## config.mk

```make
export PLATFORM = sky130hd
export DESIGN_NAME = hazard_ctrl
export DESIGN_NICKNAME = d
export VERILOG_FILES = /design/src/rtl/hazard_ctrl.sv
export SDC_FILE = /design/constraint.sdc
export NUM_CORES = 1
export LEC_CHECK = 0
export BUFFER_PORTS_ARGS = -buffer_cell sky130_fd_sc_hd__buf_2
export CAP_MARGIN = 20
export CORE_ASPECT_RATIO = 0.8
export CORE_MARGIN = 2
export CORE_UTILIZATION = 50
export DETAILED_ROUTE_END_ITERATION = 10
export PLACE_DENSITY = 0.81
export SYNTH_ARGS = -nofsm -noshare
export SYNTH_HDL_FRONTEND = slang
export SYNTH_SLANG_ARGS = --single-unit
```

## constraint.sdc

```tcl
create_clock -name clk -period 3 [get_ports clk]
set_input_delay 0.15 -clock clk [delete_from_list [all_inputs] [get_ports clk]]
set_output_delay 0.15 -clock clk [all_outputs]
set_load 0.1 [all_outputs]
```

## src/rtl/hazard_ctrl.sv

```systemverilog
// Pipeline hazard unit: operand forwarding, load-use/branch stalls, divider
// handshake FSM, exception flushing and a saturating stall-cycle counter.
module hazard_ctrl #(
  parameter int unsigned REG_AW = 5,
  parameter int unsigned CNT_W  = 32
) (
  input  logic              clk,
  input  logic              rst,
  input  logic [REG_AW-1:0] rsD,
  input  logic [REG_AW-1:0] rtD,
  input  logic [REG_AW-1:0] rsE,
  input  logic [REG_AW-1:0] rtE,
  input  logic [REG_AW-1:0] writeregE,
  input  logic [REG_AW-1:0] writeregM,
  input  logic [REG_AW-1:0] writeregW,
  input  logic              regwriteE,
  input  logic              regwriteM,
  input  logic              regwriteW,
  input  logic              memtoregE,
  input  logic              memtoregM,
  input  logic              branchD,
  input  logic              divE,
  input  logic              div_done,
  input  logic              except_M,
  input  logic              cnt_clr,
  output logic [1:0]        forwardAE,
  output logic [1:0]        forwardBE,
  output logic              forwardAD,
  output logic              forwardBD,
  output logic              stallF,
  output logic              stallD,
  output logic              stallE,
  output logic              flushD,
  output logic              flushE,
  output logic              flushM,
  output logic              div_start,
  output logic              div_busy,
  output logic [CNT_W-1:0]  stall_cnt
);

  typedef enum logic [1:0] {
    IDLE = 2'd0,
    BUSY = 2'd1,
    DONE = 2'd2
  } state_e;

  state_e           state_q, state_d;
  logic [CNT_W-1:0] cnt_q, cnt_d;
  logic             lwstall, brstall, divhold;
  logic             e_hits_d, m_hits_d;

  // Register 0 is hard-wired, so it never forwards and never causes a stall.
  always_comb begin
    forwardAE = 2'b00;
    forwardBE = 2'b00;
    if (rsE != '0) begin
      if (regwriteM && (rsE == writeregM))      forwardAE = 2'b10;
      else if (regwriteW && (rsE == writeregW)) forwardAE = 2'b01;
    end
    if (rtE != '0) begin
      if (regwriteM && (rtE == writeregM))      forwardBE = 2'b10;
      else if (regwriteW && (rtE == writeregW)) forwardBE = 2'b01;
    end
  end

  assign forwardAD = (rsD != '0) && regwriteM && (rsD == writeregM);
  assign forwardBD = (rtD != '0) && regwriteM && (rtD == writeregM);

  assign e_hits_d = (writeregE != '0) && ((writeregE == rsD) || (writeregE == rtD));
  assign m_hits_d = (writeregM != '0) && ((writeregM == rsD) || (writeregM == rtD));

  assign lwstall = memtoregE && e_hits_d;
  assign brstall = branchD && ((regwriteE && e_hits_d) || (memtoregM && m_hits_d));
  assign divhold = ((state_q == IDLE) && divE) || (state_q == BUSY);

  always_comb begin
    state_d   = state_q;
    stallF    = 1'b0;
    stallD    = 1'b0;
    stallE    = 1'b0;
    flushD    = 1'b0;
    flushE    = 1'b0;
    flushM    = 1'b0;
    div_start = 1'b0;

    if (except_M) begin
      state_d = IDLE;
      flushD  = 1'b1;
      flushE  = 1'b1;
      flushM  = 1'b1;
    end else begin
      unique case (state_q)
        IDLE:    if (divE) state_d = BUSY;
        BUSY:    if (div_done) state_d = DONE;
        DONE:    state_d = IDLE;
        default: state_d = IDLE;
      endcase

      if (divhold) begin
        // Hold everything up to E; bubble M so the divide is not duplicated.
        stallF    = 1'b1;
        stallD    = 1'b1;
        stallE    = 1'b1;
        flushM    = 1'b1;
        div_start = (state_q == IDLE);
      end else begin
        stallF = lwstall || brstall;
        stallD = lwstall || brstall;
        flushE = lwstall || brstall;
      end
    end
  end

  assign div_busy = (state_q != IDLE);

  always_comb begin
    cnt_d = cnt_q;
    if (cnt_clr)                    cnt_d = '0;
    else if (stallF && cnt_q != '1) cnt_d = cnt_q + 1'b1;
  end

  assign stall_cnt = cnt_q;

  always_ff @(posedge clk or posedge rst) begin
    if (rst) begin
      state_q <= IDLE;
      cnt_q   <= '0;
    end else begin
      state_q <= state_d;
      cnt_q   <= cnt_d;
    end
  end

endmodule

```

==> impl_results.rst, run 1 <==
.. list-table::
   :header-rows: 1

   * - Metric
     - Value
   * - Setup_tns
     - 0 ns
   * - Net Count, Synth
     - around 350
   * - Transition time at the pin with the least slew margin
     - about 0.67 ns
   * - Vias in the first global route
     - 2393
   * - Distinct cell type count after synthesis
     - 42
   * - H-tree levels
     - 2
   * - Pwr dens
     - 343 nW/um^2
   * - Antenna violation net count after detailed routing
     - 0
   * - Number of port buffers
     - 92
   * - Core ar.
     - 4950 um^2
   * - Area grow syn2layout
     - 24.6%
   * - Clock network latency to the later pin of the worst-skew pair
     - between 0.2 and 0.3 ns
   * - Number of primary I/O pins
     - 93
   * - Power share of the clock group
     - 30.7%
   * - Hold Vio Cnt, Final
     - 0
   * - Inserted Diodes
     - 0
   * - Critical Path Source Type
     - register
   * - Total length of routed met2 wires
     - 3.15 mm
   * - Top cell type's share of synthesized area
     - 33.6%
   * - Ratio of final minimum period to clock period
     - 82.9%
   * - Total of flip-flops plus latches after synthesis
     - 34
   * - Clock transition at the registers of the reported paths
     - 0.07 ns
   * - Number of maximum-capacitance violations
     - 0
   * - Maximum achievable frequency
     - between 0.4 and 0.5 GHz
   * - Aggregate routed wire length
     - 6.77 mm
   * - Number of cells upsized or downsized after cts
     - 0
   * - Switching share of power
     - roughly a third
   * - Cell area after synthesis
     - 2530 um^2
   * - Arrival @ worst endpoint
     - 2.69 ns
   * - Number of warnings reported in the yosys synthesis log
     - 0
   * - Die footprint
     - 5650 um^2
   * - Leak pwr
     - 1.43 nW
   * - Relative contribution of combinational cells to total power
     - 26.0%
   * - Detailed-placement wirelength estimate
     - 4.97 mm
   * - CP max stage delay
     - 0.48 ns
   * - Type of destination of the critical path
     - register
   * - Peak ir drop on the vdd network
     - 0.000333 V
   * - Number of DRC markers in iteration 0
     - between 150 and 200
   * - Number of buffers between clock root and the deepest sink
     - 2
   * - Required @ worst endpoint
     - 3.20 ns
   * - Part of the Yosys area used for sequential elements
     - 33.6%
   * - Sequential share of power
     - between 40% and 50%
   * - Cell-by-cell trace of the critical path
     - ha_1 > and2_1 > nand4_1 > nor3_2 > and4_1 > or4_1 > or3_1 > a21oi_1
   * - TritonCTS buffer count
     - 5
   * - Pwr Total
     - 1.08 mW
   * - Largest net degree at the start of global routing
     - 62
   * - Cell at the root of the clock tree
     - sky130_fd_sc_hd__clkbuf_8
   * - Number of antenna violations at the first check in global routing
     - 0
   * - Kind of cell adding the most delay to the critical path
     - simple AND/OR/NAND/NOR gates
   * - Layout Skew
     - 0.00922 ns
   * - Max-Slew Margin vs Limit
     - 55.2%
   * - TritonCTS clock tree
     - yes
   * - Met3 wire len
     - between 300 and 400 um
   * - CP Class
     - register to register
   * - Global-route wire length before repair
     - 10.7 mm
   * - Clock sinks
     - 34
   * - Number of core rows
     - 23
   * - Layout Nets
     - 439
   * - Buf/Inv on CP
     - 0
   * - Leading post-synthesis cells by cell area
     - sky130_fd_sc_hd__dfrtp_1, sky130_fd_sc_hd__xor2_1, sky130_fd_sc_hd__a21oi_1
   * - DIE WIDTH
     - 83.5 um
   * - DRC Markers
     - 0
   * - Wire length the detailed router placed on met1
     - 3.18 mm
   * - Overall overflow remaining after global route
     - 0
   * - Total number of vias
     - 2653
   * - Internal power
     - ~0.71 mW
   * - Synth area leader
     - sky130_fd_sc_hd__dfrtp_1
   * - Highest Signal Layer
     - met4
   * - Final setup violation count
     - 0
   * - Crit path max-delay cell type
     - sky130_fd_sc_hd__or4_1
   * - Number of iterations in the first detailed-routing pass
     - 4
   * - Layout cell share with drive strength beyond 1
     - 29.8%
   * - Number of instances in the synthesized netlist
     - 306
   * - Routed length per instance
     - 14.9 um
   * - Net switching power of the design
     - 0.372 mW
   * - Fin. max-slew vios
     - 0
   * - Outcome
     - finished clean
   * - Worst-case hold slack
     - between 0.04 and 0.05 ns
   * - Class of the worst hold path
     - primary input to register
   * - Initial core utilization
     - roughly 51%
   * - Syn Area/Cell
     - 8.27 um^2
   * - Post-route minimum period
     - 2.49 ns
   * - Maximum fanout count along the critical path
     - 15
   * - Routability Congestion
     - 0.821
   * - Unrepaired setup endpoints after global routing
     - false
   * - Drt via density
     - 5.84
   * - Aggregate global-route resource usage
     - 23.3%
   * - Die outline height
     - 67.6 um
-- metrics by stage --
step           setup slack [ns]  std cells  utilization, %  instance area, um^2
6_report                  0.512        454            63.7                 3150
5_1_grt                   0.398        454            63.7                 3150
4_1_cts                   0.511        452            62.9                 3120
3_5_place_dp              0.555        444            61.3                 3040
3_3_place_gp              0.622        444            61.3                 3040
2_1_floorplan            0.0176        306               -                 2540
-- power groups by stage --
| stage | Clock, mW | Combinational, mW | Sequential [mW] |
|---|---|---|---|
| 3_3_place_gp | 0 | 0.271 | 0.475 |
| 2_1_floorplan | 0 | 0.181 | 0.491 |
| 5_1_grt | 0.360 | 0.302 | 0.468 |
| 3_5_place_dp | 0 | 0.275 | 0.476 |
| 4_1_cts | 0.338 | 0.276 | 0.467 |
| 6_report | 0.332 | 0.282 | 0.467 |
-- area by class of cell --
class / count / area [um^2]
clock buffer: 8 / 80.1
timing repair buffer: 98 / 541
multi-input combinational: 245 / 1570
inverter: 7 / 26.3
sequential: 34 / 856
fill: 443 / 1800
tap: 62 / 77.6
-- timing repair --
action | in CTS | in global routing
setup buffers | 0 | 0
hold endpoints to repair | 0 | 8
hold buffers | 0 | 1
-- metal layers --
| layer | global-route usage, % | vias up |
|---|---|---|
| met5 | 0 | - |
| met4 | 7.66 | 0 |
| met3 | 5.01 | 8 |
| met2 | 37.1 | 80 |
| met1 | 31.9 | 1267 |
| li1 | - | 1298 |
-- kinds of logic (layout without fill, tap and decap cells) --
group | count (synthesis) | count (layout) | synth area share [%]
and+or+nand+nor | 131 | 131 | 30.8
AOI/OAI and AO/OA | 71 | 71 | 15.7
xor gates and xnor gates | 38 | 38 | 13.2
DFF | 34 | 34 | 33.6
buffers and inverters | 27 | 113 | 4.45
muxes | 4 | 4 | 1.78
adders and majority gates | 1 | 1 | 0.494
-- cells in the final DEF, fill, tap and decap left out, types with 2 or more instances in the layout --
| cell type | count |
|---|---|
| sky130_fd_sc_hd__buf_4 | 3 |
| sky130_fd_sc_hd__clkbuf_8 | 5 |
| sky130_fd_sc_hd__nand4_1 | 9 |
| sky130_fd_sc_hd__inv_1 | 7 |
| sky130_fd_sc_hd__nand4_2 | 2 |
| sky130_fd_sc_hd__nand2_1 | 9 |
| sky130_fd_sc_hd__dfrtp_2 | 4 |
| sky130_fd_sc_hd__or4_4 | 2 |
| sky130_fd_sc_hd__clkbuf_1 | 3 |
| sky130_fd_sc_hd__and2_1 | 3 |
| sky130_fd_sc_hd__or4_1 | 15 |
| sky130_fd_sc_hd__nand3_1 | 17 |
| sky130_fd_sc_hd__nor3_1 | 13 |
| sky130_fd_sc_hd__xnor2_1 | 8 |
| sky130_fd_sc_hd__nor4_1 | 5 |
| sky130_fd_sc_hd__mux2_2 | 3 |
| sky130_fd_sc_hd__o31ai_1 | 8 |
| sky130_fd_sc_hd__xor2_1 | 30 |
| sky130_fd_sc_hd__a21oi_1 | 31 |
| sky130_fd_sc_hd__or3_1 | 20 |
| sky130_fd_sc_hd__o21ai_0 | 24 |
| sky130_fd_sc_hd__dfrtp_1 | 30 |
| sky130_fd_sc_hd__buf_2 | 92 |
| sky130_fd_sc_hd__and3_1 | 5 |
| sky130_fd_sc_hd__and4_1 | 4 |
| sky130_fd_sc_hd__a21boi_1 | 2 |
| sky130_fd_sc_hd__nor2b_1 | 3 |
| sky130_fd_sc_hd__nor2_1 | 17 |
-- Yosys cell counts (all sizes together) --
master and number:
nor2 17, nor2b 3, and2 3, and3 5, nand2 9, a21boi 2
ha 1, nor4b 1, o21ai 24, dfrtp 34, mux2 4, xnor2 8
nor3 14, nand4 11, a21oi 31, o311a 1, or4 17, nor3b 1
nand3 17, o31ai 8, buf 6, o211ai 1, nor4 5, xor2 30
o22ai 1, clkbuf 14, or2 2, nand2b 1, a22oi 1, a21o 1
nand3b 1, and4 4, or3 20, inv 7, o21bai 1
-- final timing paths --
check                                               from                         to  slack [ns]  cells past startpoint
min in group asynchronous                            rst   stall_cnt[0]$_DFFE_PP0P_        0.43                      3
worst max register to register  stall_cnt[0]$_DFFE_PP0P_  stall_cnt[25]$_DFFE_PP0P_        0.51                      8
worst max-delay path            stall_cnt[0]$_DFFE_PP0P_  stall_cnt[25]$_DFFE_PP0P_        0.51                      8
worst min register to register    state_q[0]$_DFFE_PP0P_     state_q[0]$_DFFE_PP0P_        0.54                      1
worst min-delay path                            div_done     state_q[0]$_DFFE_PP0P_        0.05                      2
max in group asynchronous                            rst     state_q[1]$_DFFE_PP0P_        2.04                      4
-- state kept, by name, summed over array words and instances, names as in the netlist --
name,flops
stall_cnt,32
state_q,2
No activity file was read; power rests on OpenSTA's default activity.
==> run 2: changes to the inputs <==
clock period = 2.4 ns   (was 3 ns; I/O delays follow)
==> run 2 against run 1 <==
Critical path depth shrank 2. Total power grew 39%. First-iteration DRC count grew 18%. Worst setup slack lost 0.48 ns. Combinational power grew 30%. Clock-buffer cell count shrank 1. Global-route usage grew 1.3 points. Sequential power grew 25%. Via count grew 3.8%. Fmax grew 5.1%. Critical endpoint is now stall_cnt[31]$_DFFE_PP0P_.
==> impl_results.rst, run 2 (same netlist as run 1, synthesis figures left out) <==
.. list-table::
   :header-rows: 1

   * - Metric
     - Value
   * - Pwr dens
     - 446 nW/um^2 (was 343 nW/um^2)
   * - Number of antenna violations at the first check in global routing
     - 0 (unchanged)
   * - Critical Path Source Type
     - register (unchanged)
   * - CP Class
     - register to register (unchanged)
   * - Aggregate global-route resource usage
     - 24.5% (was 23.3%)
   * - Commonest non-fill, non-tap cell in the layout
     - sky130_fd_sc_hd__buf_2 (unchanged)
   * - Clock network latency to the later pin of the worst-skew pair
     - 0.29 ns (about the same)
   * - Clock transition at the registers of the reported paths
     - 0.07 ns (about the same)
   * - Crit path max-delay cell type
     - sky130_fd_sc_hd__or4_4 (was sky130_fd_sc_hd__or4_1)
   * - Maximum fanout count along the critical path
     - 5 (was 15)
   * - Largest net degree at the start of global routing
     - 37 (was 62)
   * - Unrepaired setup endpoints after global routing
     - true (was false)
   * - Cell repeated most along the worst path
     - sky130_fd_sc_hd__or4_4
   * - Cell-by-cell trace of the critical path
     - nand4_4 > or4_4 > or2_4 > or4_4 > or3_1 > a21oi_1 (was ha_1 > and2_1 > nand4_1 > nor3_2 > and4_1 > or4_1 > or3_1 > a21oi_1)
   * - Die outline height
     - 67.6 um (unchanged)
   * - Number of buffers between clock root and the deepest sink
     - 2 (unchanged)
   * - Aggregate routed wire length
     - 7.07 mm (was 6.77 mm)
   * - Max-Slew Margin vs Limit
     - 55.1% (was 55.2%)
   * - Global-route wire length before repair
     - 11.1 mm (was 10.7 mm)
   * - Pwr Total
     - 1.51 mW (was 1.08 mW)
   * - Leak pwr
     - 1.50 nW (was 1.43 nW)
   * - Peak ir drop on the vdd network
     - 0.000297 V (was 0.000333 V)
   * - Design Area, Final
     - 3380 um^2 (was 3150 um^2)
   * - Overall overflow remaining after global route
     - 0 (unchanged)
   * - Layout Skew
     - 0.00827 ns (was 0.00922 ns)
   * - Number of primary I/O pins
     - 93 (unchanged)
   * - Ratio of final minimum period to clock period
     - 98.7% (was 82.9%)
   * - Total number of vias
     - 2754 (was 2653)
   * - Antenna violation net count after detailed routing
     - 0 (unchanged)
   * - Detailed-placement wirelength estimate
     - 5.20 mm (was 4.97 mm)
   * - Die footprint
     - 5650 um^2 (unchanged)
   * - Number of iterations in the first detailed-routing pass
     - 4 (unchanged)
   * - Kind of cell adding the most delay to the critical path
     - simple AND/OR/NAND/NOR gates (unchanged)
   * - Post-route minimum period
     - 2.37 ns (was 2.49 ns)
   * - Type of destination of the critical path
     - register (unchanged)
   * - Routability Congestion
     - 0.873 (was 0.821)
   * - Number of maximum-capacitance violations
     - 0 (unchanged)
   * - Transition time at the pin with the least slew margin
     - 0.674 ns (was 0.671 ns)
   * - Start point of the worst hold path
     - div_done (unchanged)
   * - Inserted Diodes
     - 0 (unchanged)
   * - Vias in the first global route
     - 2408 (was 2393)
   * - Maximum achievable frequency
     - 0.422 GHz (was 0.402 GHz)
   * - DIE WIDTH
     - 83.5 um (unchanged)
   * - Number of flip-flops under the largest register name
     - 32 (unchanged)
   * - Number of core rows
     - 23 (unchanged)
   * - Class of the worst hold path
     - primary input to register (unchanged)
   * - Area grow syn2layout
     - 33.5% (was 24.6%)
   * - Initial core utilization
     - 51.1% (unchanged)
   * - Drt via density
     - 5.92 (was 5.84)
   * - CP max stage delay
     - 0.52 ns (was 0.48 ns)
   * - Fin. max-slew vios
     - 0 (unchanged)
   * - TritonCTS buffer count
     - 5 (unchanged)
   * - Buf/Inv on CP
     - 0 (unchanged)
   * - Core ar.
     - 4950 um^2 (unchanged)
   * - Arrival @ worst endpoint
     - 2.58 ns (was 2.69 ns)
   * - Clock sinks
     - 34 (unchanged)
   * - Number of DRC markers in iteration 0
     - 180 (was 153)
   * - Placed inst area
     - 3210 um^2 (was 3040 um^2)
   * - Routed length per instance
     - 15.2 um (was 14.9 um)
   * - Top library cells by usage in the layout, fill and taps aside
     - sky130_fd_sc_hd__buf_2, sky130_fd_sc_hd__xor2_1, sky130_fd_sc_hd__a21oi_1 (was sky130_fd_sc_hd__buf_2, sky130_fd_sc_hd__a21oi_1, sky130_fd_sc_hd__xor2_1, sky130_fd_sc_hd__dfrtp_1, sky130_fd_sc_hd__o21ai_0)
   * - H-tree levels
     - 2 (unchanged)
   * - Layout cell share with drive strength beyond 1
     - 40.2% (was 29.8%)
   * - Required @ worst endpoint
     - 2.61 ns (was 3.20 ns)
   * - Layout Nets
     - 450 (was 439)
   * - End-of-flow core utilization
     - 68.2% (was 63.7%)
   * - TritonCTS clock tree
     - yes (unchanged)
   * - Cell at the root of the clock tree
     - sky130_fd_sc_hd__clkbuf_8 (unchanged)
   * - Layout fillers
     - 397 (was 443)
   * - Outcome
     - finished clean (unchanged)
   * - DRC Markers
     - 0 (unchanged)
   * - Final setup violation count
     - 0 (unchanged)
   * - R2R Path Start
     - stall_cnt[12]$_DFFE_PP0P_ (was stall_cnt[0]$_DFFE_PP0P_)
   * - Number of port buffers
     - 92 (unchanged)
   * - Critical path startpoint
     - stall_cnt[12]$_DFFE_PP0P_ (was stall_cnt[0]$_DFFE_PP0P_)
   * - Hold Vio Cnt, Final
     - 0 (unchanged)
[run 2: cell types whose count changed in the layout (fill, tap and decap cells not counted), sizes merged]
cell      change
clkbuf        -1
buf          +11
clkinvlp      +1
inv           -1
bufinv        +1
[run 2: final timing paths]
| check | depth (start not counted) | slack (ns) | end |
|---|---|---|---|
| max | 6 | 0.03 | stall_cnt[31]$_DFFE_PP0P_ |
| min | 2 | 0.007 | state_q[0]$_DFFE_PP0P_ |
| max reg2reg | 6 | 0.03 | stall_cnt[31]$_DFFE_PP0P_ |
| min reg2reg | 1 | 0.55 | state_q[0]$_DFFE_PP0P_ |
| max in group asynchronous | 4 | 1.58 | stall_cnt[15]$_DFFE_PP0P_ |
| min in group asynchronous | 4 | 0.47 | stall_cnt[0]$_DFFE_PP0P_ |
[run 2: metal layers]
metal,global-route usage [%],wire [um],vias to the layer above
met5,0,0,-
met1,34.4,3260,1303
met2,37.7,3250,117
met3,5.01,488,9
met4,9.27,73,0
li1,-,-,1325
[run 2: repair_timing]
item | 4_1_cts | 5_1_grt
hold buffers | 1 | 0
setup endpoints to repair | 0 | 10
setup buffers | 0 | 3
gates resized for setup | 0 | 3
hold endpoints to repair | 34 | 0
[run 2: where the power goes]
part / internal [mW] / leakage [nW] / total [mW] / switching (mW)
clock network: 0.339 / 0.0585 / 0.557 / 0.218
logic: 0.108 / 1.01 / 0.366 / 0.258
registers: 0.579 / 0.430 / 0.583 / 0.00430
[run 2: cell type report]
class / count / area, um^2 / share of cell area, %
clock buffer: 7 / 86.3 / 2.56
clock inverter: 1 / 30.0 / 0.889
inverter: 7 / 30.0 / 0.889
multi-input combinational: 245 / 1650 / 48.8
sequential: 34 / 903 / 26.8
tap: 62 / 77.6 / 2.30
timing repair buffer: 109 / 603 / 17.9
[run 2: stage by stage]
step,std cells,setup TNS (ns),hold slack [ns],setup WS [ns]
finish,465,0,0.00745,0.0321
global route,465,-0.00563,0.00459,-0.00563
CTS,462,0,0.000804,0.0184
detailed placement,453,0,0.250,0.0388
global placement,453,0,0.239,0.0612
floorplan,306,-0.712,0.211,-0.175
==> run 3: changes to the inputs <==
ABC_AREA = 1   (was not set)
CORE_ASPECT_RATIO = 2   (was 0.8)
PLACE_DENSITY = 0.77   (was 0.81)
==> run 3 against run 2 <==
Register-to-register slack better by 0.25 ns. Cell area is 16% higher. Global-route usage rose by 5.5 points. First-iteration DRC count grew 41%. Worst hold slack better by 0.028 ns. Flip-flop and latch count is the same.
==> impl_results.rst, run 3 <==
.. list-table::
   :header-rows: 1

   * - Metric
     - Value
   * - Number of port buffers
     - 92 (unchanged)
   * - Leak pwr
     - 2.31 nW (was 1.50 nW)
   * - Number of cells upsized or downsized after cts
     - 0 (unchanged)
   * - Share of cell area taken by muxes after synthesis
     - 0% (was 1.78%)
   * - Top cell type's share of synthesized area
     - 26.3% (was 33.6%)
   * - Vias in the first global route
     - 3671 (was 2408)
   * - Clock network latency to the later pin of the worst-skew pair
     - 0.28 ns (was 0.29 ns)
   * - Post-synthesis xor/xnor area fraction
     - 9.49% (was 13.2%)
   * - Part of the Yosys area used for sequential elements
     - 26.3% (was 33.6%)
   * - Simple-gate area share of the yosys netlist
     - 44.7% (was 30.8%)
   * - Number of buffers between clock root and the deepest sink
     - 2 (unchanged)
   * - Global-route wire length before repair
     - 16.5 mm (was 11.1 mm)
   * - Design Area, Final
     - 3910 um^2 (was 3380 um^2)
   * - Core ar.
     - 6260 um^2 (was 4950 um^2)
   * - Layout cell share with drive strength beyond 1
     - 18.9% (was 40.2%)
   * - Outcome
     - finished clean (unchanged)
   * - Routed length per instance
     - 14.3 um (was 15.2 um)
   * - Area grow syn2layout
     - 21.1% (was 33.5%)
   * - Number of antenna violations at the first check in global routing
     - 0 (unchanged)
   * - Leading post-synthesis cells by cell area
     - sky130_fd_sc_hd__dfrtp_1, sky130_fd_sc_hd__nand2_1, sky130_fd_sc_hd__inv_1 (was sky130_fd_sc_hd__dfrtp_1, sky130_fd_sc_hd__xor2_1, sky130_fd_sc_hd__a21oi_1)
   * - Layout fillers
     - 649 (was 397)
   * - Sequential share of power
     - 35.8% (was 38.7%)
   * - Inserted Diodes
     - 0 (unchanged)
   * - DIE WIDTH
     - 60.8 um (was 83.5 um)
   * - Class of the worst hold path
     - primary input to asynchronous set/reset pin (was primary input to register)
   * - Setup_tns
     - 0 ns (unchanged)
   * - Overall overflow remaining after global route
     - 0 (unchanged)
   * - Number of hold buffers added after cts
     - 0 (was 1)
   * - Synth area leader
     - sky130_fd_sc_hd__dfrtp_1 (unchanged)
   * - Most common library cells after synthesis
     - sky130_fd_sc_hd__nand2_1, sky130_fd_sc_hd__inv_1, sky130_fd_sc_hd__nor2_1, sky130_fd_sc_hd__nand3_1, sky130_fd_sc_hd__nand4_1 (was sky130_fd_sc_hd__dfrtp_1, sky130_fd_sc_hd__a21oi_1, sky130_fd_sc_hd__xor2_1, sky130_fd_sc_hd__o21ai_0, sky130_fd_sc_hd__or3_1)
   * - Layout Nets
     - 667 (was 450)
   * - Maximum achievable frequency
     - 0.470 GHz (was 0.422 GHz)
   * - Cell at the root of the clock tree
     - sky130_fd_sc_hd__clkbuf_16 (was sky130_fd_sc_hd__clkbuf_8)
   * - Initial core utilization
     - 51.6% (was 51.1%)
   * - Final setup violation count
     - 0 (unchanged)
   * - Clock transition at the registers of the reported paths
     - 0.05 ns (was 0.07 ns)
   * - Ys flop type
     - sky130_fd_sc_hd__dfrtp_1 (unchanged)
   * - Placed inst area
     - 3780 um^2 (was 3210 um^2)
   * - Crit path max-delay cell type
     - sky130_fd_sc_hd__buf_2 (was sky130_fd_sc_hd__or4_4)
   * - Main combinational cell family by area after synthesis
     - simple AND/OR/NAND/NOR gates (unchanged)
   * - Required @ worst endpoint
     - 2.28 ns (was 2.61 ns)
   * - Aggregate global-route resource usage
     - 30.0% (was 24.5%)
   * - Post-place setup slack
     - 0.354 ns (was 0.0388 ns)
   * - Number of warnings reported in the yosys synthesis log
     - 0 (unchanged)
   * - Top library cells by usage in the layout, fill and taps aside
     - sky130_fd_sc_hd__nand2_1, sky130_fd_sc_hd__buf_2, sky130_fd_sc_hd__inv_1 (was sky130_fd_sc_hd__buf_2, sky130_fd_sc_hd__xor2_1, sky130_fd_sc_hd__a21oi_1)
   * - Die outline height
     - 118 um (was 67.6 um)
   * - Internal power
     - 1.07 mW (was 1.03 mW)
   * - Detailed-placement wirelength estimate
     - 8.05 mm (was 5.20 mm)
   * - Transition time at the pin with the least slew margin
     - 1.02 ns (was 0.674 ns)
   * - Worst-case hold slack
     - 0.0358 ns (was 0.00745 ns)
   * - Type of destination of the critical path
     - output port (was register)
   * - Number of core rows
     - 41 (was 23)
   * - DRC Markers
     - 0 (unchanged)
   * - Number of instances in the synthesized netlist
     - 533 (was 306)
   * - Postcts setup bufs
     - 0 (unchanged)
   * - Adder-cell share of the synthesized area
     - 0.387% (was 0.495%)
   * - TritonCTS buffer count
     - 5 (unchanged)
   * - Number of flip-flops under the largest register name
     - 32 (unchanged)
   * - Ratio of final minimum period to clock period
     - 88.6% (was 98.7%)
   * - Highest Signal Layer
     - met4 (unchanged)
   * - TritonCTS clock tree
     - yes (unchanged)
   * - CP Class
     - register to output port (was register to register)
   * - Cell area after synthesis
     - 3230 um^2 (was 2530 um^2)
   * - Relative contribution of combinational cells to total power
     - 27.0% (was 24.3%)
   * - H-tree levels
     - 2 (unchanged)
   * - Critical Path Source Type
     - register (unchanged)
   * - Number of iterations in the first detailed-routing pass
     - 5 (was 4)
   * - Library cell with the highest instance count after synthesis
     - sky130_fd_sc_hd__nand2_1 (was sky130_fd_sc_hd__dfrtp_1)
   * - Hold Vio Cnt, Final
     - 0 (unchanged)
   * - Net Count, Synth
     - 581 (was 354)
   * - Antenna violation net count after detailed routing
     - 0 (unchanged)
   * - Power share of the clock group
     - 37.2% (was 37.0%)
   * - Switching share of power
     - 35.0% (was 31.9%)
   * - Largest net degree at the start of global routing
     - 65 (was 37)
   * - Total of flip-flops plus latches after synthesis
     - 34 (unchanged)
   * - Fin. max-slew vios
     - 0 (unchanged)
   * - Total length of routed met2 wires
     - 5.66 mm (was 3.25 mm)
   * - Post-route minimum period
     - 2.13 ns (was 2.37 ns)
   * - Unrepaired setup endpoints after global routing
     - false (was true)
   * - Number of primary I/O pins
     - 93 (unchanged)
   * - Maximum fanout count along the critical path
     - 18 (was 5)
   * - Distinct cell type count after synthesis
     - 35 (was 42)
   * - Number of DRC markers in iteration 0
     - 254 (was 180)
   * - Cell repeated most along the worst path
     - sky130_fd_sc_hd__nor2_1 (was sky130_fd_sc_hd__or4_4)
   * - Wire length the detailed router placed on met1
     - 3.35 mm (was 3.26 mm)
   * - Least setup slack across all paths after layout
     - 0.273 ns (was 0.0321 ns)
   * - Pwr dens
     - 420 nW/um^2 (was 446 nW/um^2)
   * - Total number of vias
     - 3827 (was 2754)
   * - Pwr Total
     - 1.64 mW (was 1.51 mW)
   * - CP max stage delay
     - 0.50 ns (was 0.52 ns)
   * - Syn Area/Cell
     - 6.06 um^2 (was 8.27 um^2)
   * - Aggregate routed wire length
     - 10.1 mm (was 7.07 mm)
   * - Met3 wire len
     - 510 um (was 488 um)
   * - Drt via density
     - 5.43 (was 5.92)
   * - Clock sinks
     - 34 (unchanged)
   * - Max-Slew Margin vs Limit
     - 31.8% (was 55.1%)
   * - Peak ir drop on the vdd network
     - 0.000286 V (was 0.000297 V)
   * - Complex-gate fraction of the synthesized area
     - 5.07% (was 15.7%)
   * - Commonest non-fill, non-tap cell in the layout
     - sky130_fd_sc_hd__nand2_1 (was sky130_fd_sc_hd__buf_2)
   * - Arrival @ worst endpoint
     - 2.01 ns (was 2.58 ns)
   * - Number of maximum-capacitance violations
     - 0 (unchanged)
   * - Routability Congestion
     - 0.969 (was 0.873)
   * - Layout Skew
     - 0.00400 ns (was 0.00827 ns)
   * - Die footprint
     - 7160 um^2 (was 5650 um^2)
   * - Number of enable-type register cells in the synthesized netlist
     - 0 (unchanged)
   * - Net switching power of the design
     - 0.574 mW (was 0.481 mW)
   * - FFs w/ async S/R, synth
     - 100% (unchanged)
   * - Cell-by-cell trace of the critical path
     - nor2_1 > nand2_1 > nor2_4 > nor2_1 > nand2_2 > buf_2 (was nand4_4 > or4_4 > or2_4 > or4_4 > or3_1 > a21oi_1)
==> run 3: kinds of logic after synthesis <==
logic type               after synthesis
AND/OR/NAND/NOR                      328
buffers and inverters                111
flip-flops                            34
adder cells (fa/ha/maj)                1
AO/OA/AOI/OAI                         24
XOR/XNOR                              35
==> run 3: final timing paths <==
path | from | endpoint | slack (ns) | depth (start not counted)
worst max-delay path | state_q[1]$_DFFE_PP0P_ | stallD | 0.27 | 6
worst max register to register | stall_cnt[0]$_DFFE_PP0P_ | stall_cnt[1]$_DFFE_PP0P_ | 0.28 | 10
worst min register to register | state_q[1]$_DFFE_PP0P_ | state_q[0]$_DFFE_PP0P_ | 0.58 | 3
worst min-delay path | rst | state_q[0]$_DFFE_PP0P_ | 0.04 | 2
max in group asynchronous | rst | stall_cnt[25]$_DFFE_PP0P_ | 1.65 | 3
min in group clk | div_done | state_q[0]$_DFFE_PP0P_ | 0.04 | 2
==> run 3: final cells by class <==
cell class              instances  area, um^2  share of cell area, %
inverters                      91         342                   8.73
clock buffers                   7         133                   3.39
repair buffers                 99         526                   13.4
flip-flops and latches         34         853                   21.8
multi-input cells             388        1950                   49.9
well taps                      86         108                   2.75
==> run 3: worst max-delay path: cells and delay by family (launching register included) <==
kind,cells,cell delay (ns)
buffers and inverters,1,0.50
flip-flops,1,0.37
AND/OR/NAND/NOR,5,0.85
==> run 3: per-layer routing <==
layer	GRT usage, %	vias to the layer above
li1	-	1875
met1	29.7	1755
met2	53.4	161
met3	4.95	36
met4	19.2	0
met5	0	-
==> run 3: power groups by stage <==
stage                     sequential [mW]  clock [mW]  combinational, mW
after floorplan                     0.623           0              0.301
after global placement              0.596           0              0.434
after detailed placement            0.597           0              0.441
after CTS                           0.587       0.613              0.442
after global routing                0.589       0.642              0.476
final                               0.588       0.611              0.443
==> run 3: through the flow <==
| step | utilization [%] | cells |
|---|---|---|
| after floorplan | - | 533 |
| after global placement | 60.4 | 698 |
| after detailed placement | 60.4 | 698 |
| after CTS | 62.5 | 705 |
| after global routing | 62.5 | 705 |
| final | 62.5 | 705 |
